===== src/rtl/ham_7_4_pkg.sv =====
// ============================================================================
// Module  : ham_7_4_pkg
// Brief   : Types and syndrome/correction functions for the Hamming(7,4) decoder.
// Revision: 1.0 - initial release
// ============================================================================
`default_nettype none

package ham_7_4_pkg;

    typedef logic [7:1] code7_t;
    typedef logic [1:4] data4_t;
    typedef logic [2:0] synd_t;

    // Codeword layout {p1,p2,d1,p3,d2,d3,d4} at c7..c1; result is {s3,s2,s1}.
    function automatic synd_t ham74_syndrome(input code7_t c);
        return {c[4] ^ c[3] ^ c[2] ^ c[1],
                c[6] ^ c[5] ^ c[2] ^ c[1],
                c[7] ^ c[5] ^ c[3] ^ c[1]};
    endfunction

    // Syndrome k names the flipped bit c[8-k]; parity-only positions leave data intact.
    function automatic data4_t ham74_correct(input code7_t c, input synd_t s);
        code7_t f;
        f = c;
        case (s)
            3'd3:    f[5] = ~f[5];
            3'd5:    f[3] = ~f[3];
            3'd6:    f[2] = ~f[2];
            3'd7:    f[1] = ~f[1];
            default: f = c;
        endcase
        return {f[5], f[3], f[2], f[1]};
    endfunction

endpackage

`default_nettype wire


===== src/rtl/ham_7_4_stat_cnt.sv =====
// ============================================================================
// Module  : ham_7_4_stat_cnt
// Brief   : Saturating statistics counter with synchronous clear.
// Revision: 1.0 - initial release
// ============================================================================
`default_nettype none

module ham_7_4_stat_cnt #(
    parameter int CNT_W = 16
) (
    input  logic             clk,
    input  logic             rst_n,
    input  logic             inc,
    input  logic             clr,
    output logic [CNT_W-1:0] cnt
);

    // Clear has priority over increment; the count sticks at all-ones.
    always_ff @(posedge clk or negedge rst_n) begin
        if (!rst_n) begin
            cnt <= '0;
        end else if (clr) begin
            cnt <= '0;
        end else if (inc && (cnt != {CNT_W{1'b1}})) begin
            cnt <= cnt + 1'b1;
        end
    end

endmodule

`default_nettype wire


===== src/rtl/ham_7_4_dec_pipe.sv =====
// ============================================================================
// Module  : ham_7_4_dec_pipe
// Brief   : Two-stage pipelined Hamming(7,4) SEC decoder with valid/ready and stats.
// Revision: 1.0 - initial release
// ============================================================================
`default_nettype none

module ham_7_4_dec_pipe
    import ham_7_4_pkg::*;
#(
    parameter int CNT_W = 16
) (
    input  logic             clk,
    input  logic             rst_n,
    input  logic             in_valid,
    output logic             in_ready,
    input  code7_t           code_in,
    output logic             out_valid,
    input  logic             out_ready,
    output data4_t           data_out,
    output logic             corrected,
    output synd_t            syndrome,
    input  logic             cnt_clr,
    output logic [CNT_W-1:0] word_cnt,
    output logic [CNT_W-1:0] corr_cnt
);

    logic   v1;
    logic   v2;
    code7_t s1_code;
    synd_t  s1_synd;
    logic   s2_adv;
    logic   in_fire;
    logic   out_fire;

    assign s2_adv    = !v2 || out_ready;
    assign in_ready  = !v1 || s2_adv;
    assign in_fire   = in_valid && in_ready;
    assign out_fire  = v2 && out_ready;
    assign out_valid = v2;

    always_ff @(posedge clk or negedge rst_n) begin
        if (!rst_n) begin
            v1      <= 1'b0;
            s1_code <= '0;
            s1_synd <= '0;
        end else begin
            if (in_ready) begin
                v1 <= in_valid;
            end
            if (in_fire) begin
                s1_code <= code_in;
                s1_synd <= ham74_syndrome(code_in);
            end
        end
    end

    // Stage 2 payload only moves when a new word is handed over, so a stalled result stays put.
    always_ff @(posedge clk or negedge rst_n) begin
        if (!rst_n) begin
            v2        <= 1'b0;
            data_out  <= '0;
            corrected <= 1'b0;
            syndrome  <= '0;
        end else begin
            if (s2_adv) begin
                v2 <= v1;
            end
            if (v1 && s2_adv) begin
                data_out  <= ham74_correct(s1_code, s1_synd);
                corrected <= (s1_synd != 3'd0);
                syndrome  <= s1_synd;
            end
        end
    end

    ham_7_4_stat_cnt #(
        .CNT_W (CNT_W)
    ) u_word_cnt (
        .clk   (clk),
        .rst_n (rst_n),
        .inc   (out_fire),
        .clr   (cnt_clr),
        .cnt   (word_cnt)
    );

    ham_7_4_stat_cnt #(
        .CNT_W (CNT_W)
    ) u_corr_cnt (
        .clk   (clk),
        .rst_n (rst_n),
        .inc   (out_fire && corrected),
        .clr   (cnt_clr),
        .cnt   (corr_cnt)
    );

endmodule

`default_nettype wire

===== config.mk =====
export PLATFORM = sky130hd
export DESIGN_NAME = ham_7_4_dec_pipe
export DESIGN_NICKNAME = d
export VERILOG_FILES = /design/src/rtl/ham_7_4_pkg.sv /design/src/rtl/ham_7_4_stat_cnt.sv /design/src/rtl/ham_7_4_dec_pipe.sv
export SDC_FILE = /design/constraint.sdc
export NUM_CORES = 1
export LEC_CHECK = 0
export CORE_UTILIZATION = 40
export DETAILED_ROUTE_END_ITERATION = 16
export MAX_ROUTING_LAYER = met4
export SLEW_MARGIN = 20
export SYNTH_ARGS = -nofsm -noshare
export SYNTH_HDL_FRONTEND = slang
export SYNTH_SLANG_ARGS = --single-unit
export TNS_END_PERCENT = 50

===== constraint.sdc =====
create_clock -name clk -period 2.3 [get_ports clk]
set_input_delay 0.46 -clock clk [delete_from_list [all_inputs] [get_ports clk]]
set_output_delay 0.46 -clock clk [all_outputs]
set_load 0.05 [all_outputs]

* Word level (Yosys, flattened, before mapping) *
Cells that the tools add are included.

cells by class
  reduce and logical (&&, ||, !) cells = 13
  equality and inequality tests = 6
  bitwise gates (word level) = 13
  mux-type cells = 8
  add/subtract/negate cells = 2

operators by type and width
  operator               number
  $mux 16                4
  $add 16x1->16 const B  2
  $ne 16x16->1 const B   2
  $eq 3x3->1 const B     3
  $xor 1x1->1            9
  $logic_and 1x1->1      6
  $mux 1                 4
  $not 1->1              4
  $reduce_bool 2->1      2
  $eq 3x2->1 const B     1
  $reduce_bool 3->1      1
  $logic_not 1->1        2
  $logic_or 1x1->1       2

word-level totals
  output and inout port bits = 42
  register bits = 50
  input port bits = 12

* Depth between registers and ports, before layout *
  word-level depth = 5
  gate-level depth with buffers = 6
  mapped depth without buffers = 5

* By module *
A second synthesis with hierarchy kept.

unflattened totals
  cell total of the unflattened synthesis = 254
  area total of the unflattened synthesis = 2675.1 µm²

by module, submodules not included
  module            instances  seq. area each (µm²)  area each (µm²)  cells each
  ham_7_4_stat_cnt  2          400.4                 942.2            98
  ham_7_4_dec_pipe  1          425.4                 790.8            58

* Worst setup path after synthesis *
OpenSTA, ideal clock, no wires.

  path type = register to register
  start point = register v2, in the netlist out_valid
  end point = register s1_code[0]
  setup slack = 0.121 ns
  library setup time = 0.125 ns
  arrival = 2.054 ns
  cell stages (with the launch flop) = 4
  buffers on the path = 0
  required time = 2.175 ns
  period minus slack after synthesis = 2.179 ns
  path through = dfrtp_1 nand3b_1 nand2_1 mux2_2

between the ends
  word-level cells in the longest chain between the ends = 4

ends and longest elaborated chain
  item                      line                    source
  start: declaration        ham_7_4_dec_pipe.sv:29  logic v2;
  start signal: assignment  ham_7_4_dec_pipe.sv:67  v2 <= v1;
  $logic_not 1->1           ham_7_4_dec_pipe.sv:36  assign s2_adv = !v2 || out_ready;
  $logic_or 1x1->1          ham_7_4_dec_pipe.sv:36
  $logic_or 1x1->1          ham_7_4_dec_pipe.sv:37  assign in_ready = !v1 || s2_adv;
  via in_ready              ham_7_4_dec_pipe.sv:16  output logic in_ready,
  $logic_and 1x1->1         ham_7_4_dec_pipe.sv:38  assign in_fire = in_valid && in_ready;
  end signal: assignment    ham_7_4_dec_pipe.sv:52  s1_code <= code_in;
  end: declaration          ham_7_4_dec_pipe.sv:30  code7_t s1_code;

The timed path passes the listed nets, and every way through them passes these cells.
A chain may end at the register's enable or synchronous reset.

* Final worst setup path *
  start point = register u_corr_cnt.cnt[7]
  end point = output port corr_cnt[7]

RTL lines
  item                      line                    source
  start: declaration        ham_7_4_stat_cnt.sv:15  output logic [CNT_W-1:0] cnt
  start signal: assignment  ham_7_4_stat_cnt.sv:25  cnt <= cnt + 1'b1;
  end: declaration          ham_7_4_dec_pipe.sv:25  output logic [CNT_W-1:0] corr_cnt

No word-level cell between the ends.

==> impl_results.md <==
- Outcome: finished, violations left
- Failing checks: DRC
- Post-CTS Setup Bufs: 0
- Sum Neg Setup Slack: 0 ns
- Final instance area: between 3000 and 4000 um^2
- Clock Tree Root: clkbuf_8
- Commonest non-fill, non-tap cell in the layout: clkdlybuf4s50_1
- Vias: 2427
- Setup CP Type: register to output port
- Distinct cells, synth: 58
- GPL Wtd Cong: 0.8581
- RSZ-0062 raised after global routing: false
- GRT overflow: 0
- Mean post-synth cell area: between 9 and 10 um^2
- Worst-path clk slew: approximately 0.09 ns
- CTS Buf Count: 5
- Worst vdd ir: 0.0003901 V
- TritonCTS clock tree: yes
- Largest net degree at the start of global routing: 28
- CP Depth: 1
- Initial core utilization: 42.19%
- CP Capture Type: output port
- Post-route ant nets: 0
- DP Area: approximately 3400 um^2
- Vias in the first global route: 2310
- Relative slew slack: 62.24%
- CTS Hold Bufs: 0
- Clk Latency, worst-skew pair: 0.31 ns
- Async SR Flop Fraction: between 90% and 100%
- Htree depth: 2
- CTS sink cnt: 49
- Main flop type after synthesis: dfrtp_1
- Fin nets: between 300 and 400
- Power Total: between 2 and 2.5 mW
- Crit Path Max Fanout: 7
- Core area: ~6500 um^2
- Endpoints failing setup: 0
- Cell count after placement: 418
- Post-synthesis xor/xnor area fraction: 3.836%
- PostCTS Resize Cnt: 0
- Drt pass-1 iters: 10
- Drt total wl: roughly 6.4 mm
- Reg-to-reg startpoint: u_corr_cnt.cnt[0]$_DFFE_PN0P_
- Hold Crit Class: primary input to asynchronous set/reset pin
- Tcrit/Tclk final: slightly above 90%
- Post-synthesis sequential area ratio: 44.75%
- Post-synth EDFFs: 0
- CP max stage cell: clkdlybuf4s50_1
- DR iter-0 viols: about 130
- Mapped Cells: 284
- Flops & latches, synth: about 50
- Reg2reg setup slack: 0.40 ns
- Crit-path cells: clkdlybuf4s50_1
- Commonest cells after routing, fill and taps aside: clkdlybuf4s50_1 (51), dfrtp_1 (49), nand2_1 (32), a21oi_1 (18)
- Crit path buf inv count: 1
- Hold slack: 0.1301 ns
- # IOs: 54
- Worst slew pin tran: 0.5664 ns
- Max Slew Vio Count: 0
- Data arrival, critical path: 1.68 ns
- Multiplexer share of the synthesized area: under 10%
- GRT Util Overall: 20.00%
- Die Ht: 84.77 um
- Fin Clk Skew: 0.004631 ns
- Chip width: approximately 85 um
- Cell family contributing the most delay on the critical path: buffers and inverters
- Buffers on Ports: 53
- PD cells: ~650 nW/um^2
- Max capacitance violation total: 0
- Vias/cell: about 5.7
- Synth Area in Adders: 0.9132%
- Worst Setup SP: u_corr_cnt.cnt[7]$_DFFE_PN0P_
- Non-filler cells, final: 426
- Final min period: 2.136 ns
- Slowest stage delay, CP: 0.86 ns
- HPWL after detailed placement: 4.745 mm
- Largest family of logic cells by synthesized area: simple AND/OR/NAND/NOR gates
- WL per Instance: approximately 15 um
- Synth Area in Compound Gates: 14.66%
- Place WS: 0.05630 ns
- Max Root-Sink Buffers: 2
- Simple-gate share of the synthesized area: 27.76%
- Layout area overhead: 30.27%
- Reg2Reg Capture Point: u_corr_cnt.cnt[14]$_DFFE_PN0P_
- Endpoints failing hold: 0
- Antenna violations before repair: 0
- First-pass GRT wire length: about 11 mm
- Fin worst setup slack: 0.1639 ns
- FMAX: 468.1 MHz
- Final core utilization: 54.96%
- Worst setup endpoint: corr_cnt[7]
- Synthesized area: 2740 um^2
- Syn nets: ~300
- LEAKAGE: 1.407 nW
- Share of layout cells above drive strength 1: 13.18%
- Startpoint types: register
- Worst-case reg-to-reg path depth: 5
- WP data required: between 1.5 and 2 ns
- Number of antenna diodes: 0
- Syn. warnings: 0
- # DRC: 4
- Cell Rows: 29
- Die area: 7185 um^2
[per-layer routing]
metal / up-vias / wire length [um] / track usage [%] / share of wire [%]
met5: - / 0 / - / 0
met4: 0 / 70 / 5.547 / 1.1
met3: 7 / 236 / 3.835 / 3.7
met2: 64 / 2945 / 30.01 / 46
met1: 1159 / 3156 / 27.71 / 49
li1: 1197 / - / - / -
[sequential cells by signal, indices dropped and copies added, names as in the netlist]
signal and cells:
corrected 1, data_out 4, out_valid 1, s1_code 4
s1_synd 3, syndrome 3, u_corr_cnt.cnt 16, u_word_cnt.cnt 16
v1 1
[logic make-up after synthesis]
family                     after synthesis
and+or+nand+nor                        131
DFF                                     49
buffers and inverters                   15
adders and majority gates                2
xor gates and xnor gates                12
AOI/OAI and AO/OA                       62
muxes                                   13
[cells in the mapped netlist (5+ instances only)]
cell type | instances | area, um^2
dfrtp_1 | 49 | 1226
nand2_1 | 32 | 120.1
a21oi_1 | 18 | 90.09
nand3_1 | 14 | 70.07
nor2_1 | 14 | 52.55
o21ai_0 | 14 | 70.07
mux2_2 | 10 | 112.6
nand4_1 | 10 | 62.56
or4_1 | 8 | 60.06
o31ai_1 | 7 | 52.55
xnor2_1 | 7 | 61.31
inv_1 | 6 | 22.52
nor2b_1 | 6 | 37.54
nor3_1 | 6 | 30.03
and3_1 | 5 | 31.28
clkbuf_1 | 5 | 18.77
nor4_1 | 5 | 31.28
xor2_1 | 5 | 43.79
[area by class of cell]
class	instances	area (um^2)
Fill cell	581	2925
Multi-Input combinational cell	220	1441
Sequential cell	49	1226
Timing Repair Buffer	66	645.6
Tap cell	77	96.34
Clock buffer	5	68.82
Clock inverter	3	68.82
Inverter	6	22.52
[worst min-delay path by stage]
| stage | slack (ns) | end | depth (start not counted) | from |
|---|---|---|---|---|
| after floorplan | 0.16 | corrected$_DFFE_PN0P_ | 0 | rst_n |
| after global placement | 0.46 | data_out[1]$_DFFE_PN0P_ | 2 | data_out[1]$_DFFE_PN0P_ |
| after detailed placement | 0.47 | data_out[1]$_DFFE_PN0P_ | 2 | data_out[1]$_DFFE_PN0P_ |
| after CTS | 0.14 | u_corr_cnt.cnt[5]$_DFFE_PN0P_ | 1 | rst_n |
| after global routing | 0.17 | u_corr_cnt.cnt[5]$_DFFE_PN0P_ | 1 | rst_n |
| final | 0.13 | u_corr_cnt.cnt[5]$_DFFE_PN0P_ | 1 | rst_n |
[power breakdown]
group	switching (mW)	total, mW	internal (mW)
registers	0.0775	1.02	0.940
clock network	0.310	0.748	0.438
logic	0.350	0.571	0.221
Note: power is estimated with default switching activity, not from simulation.
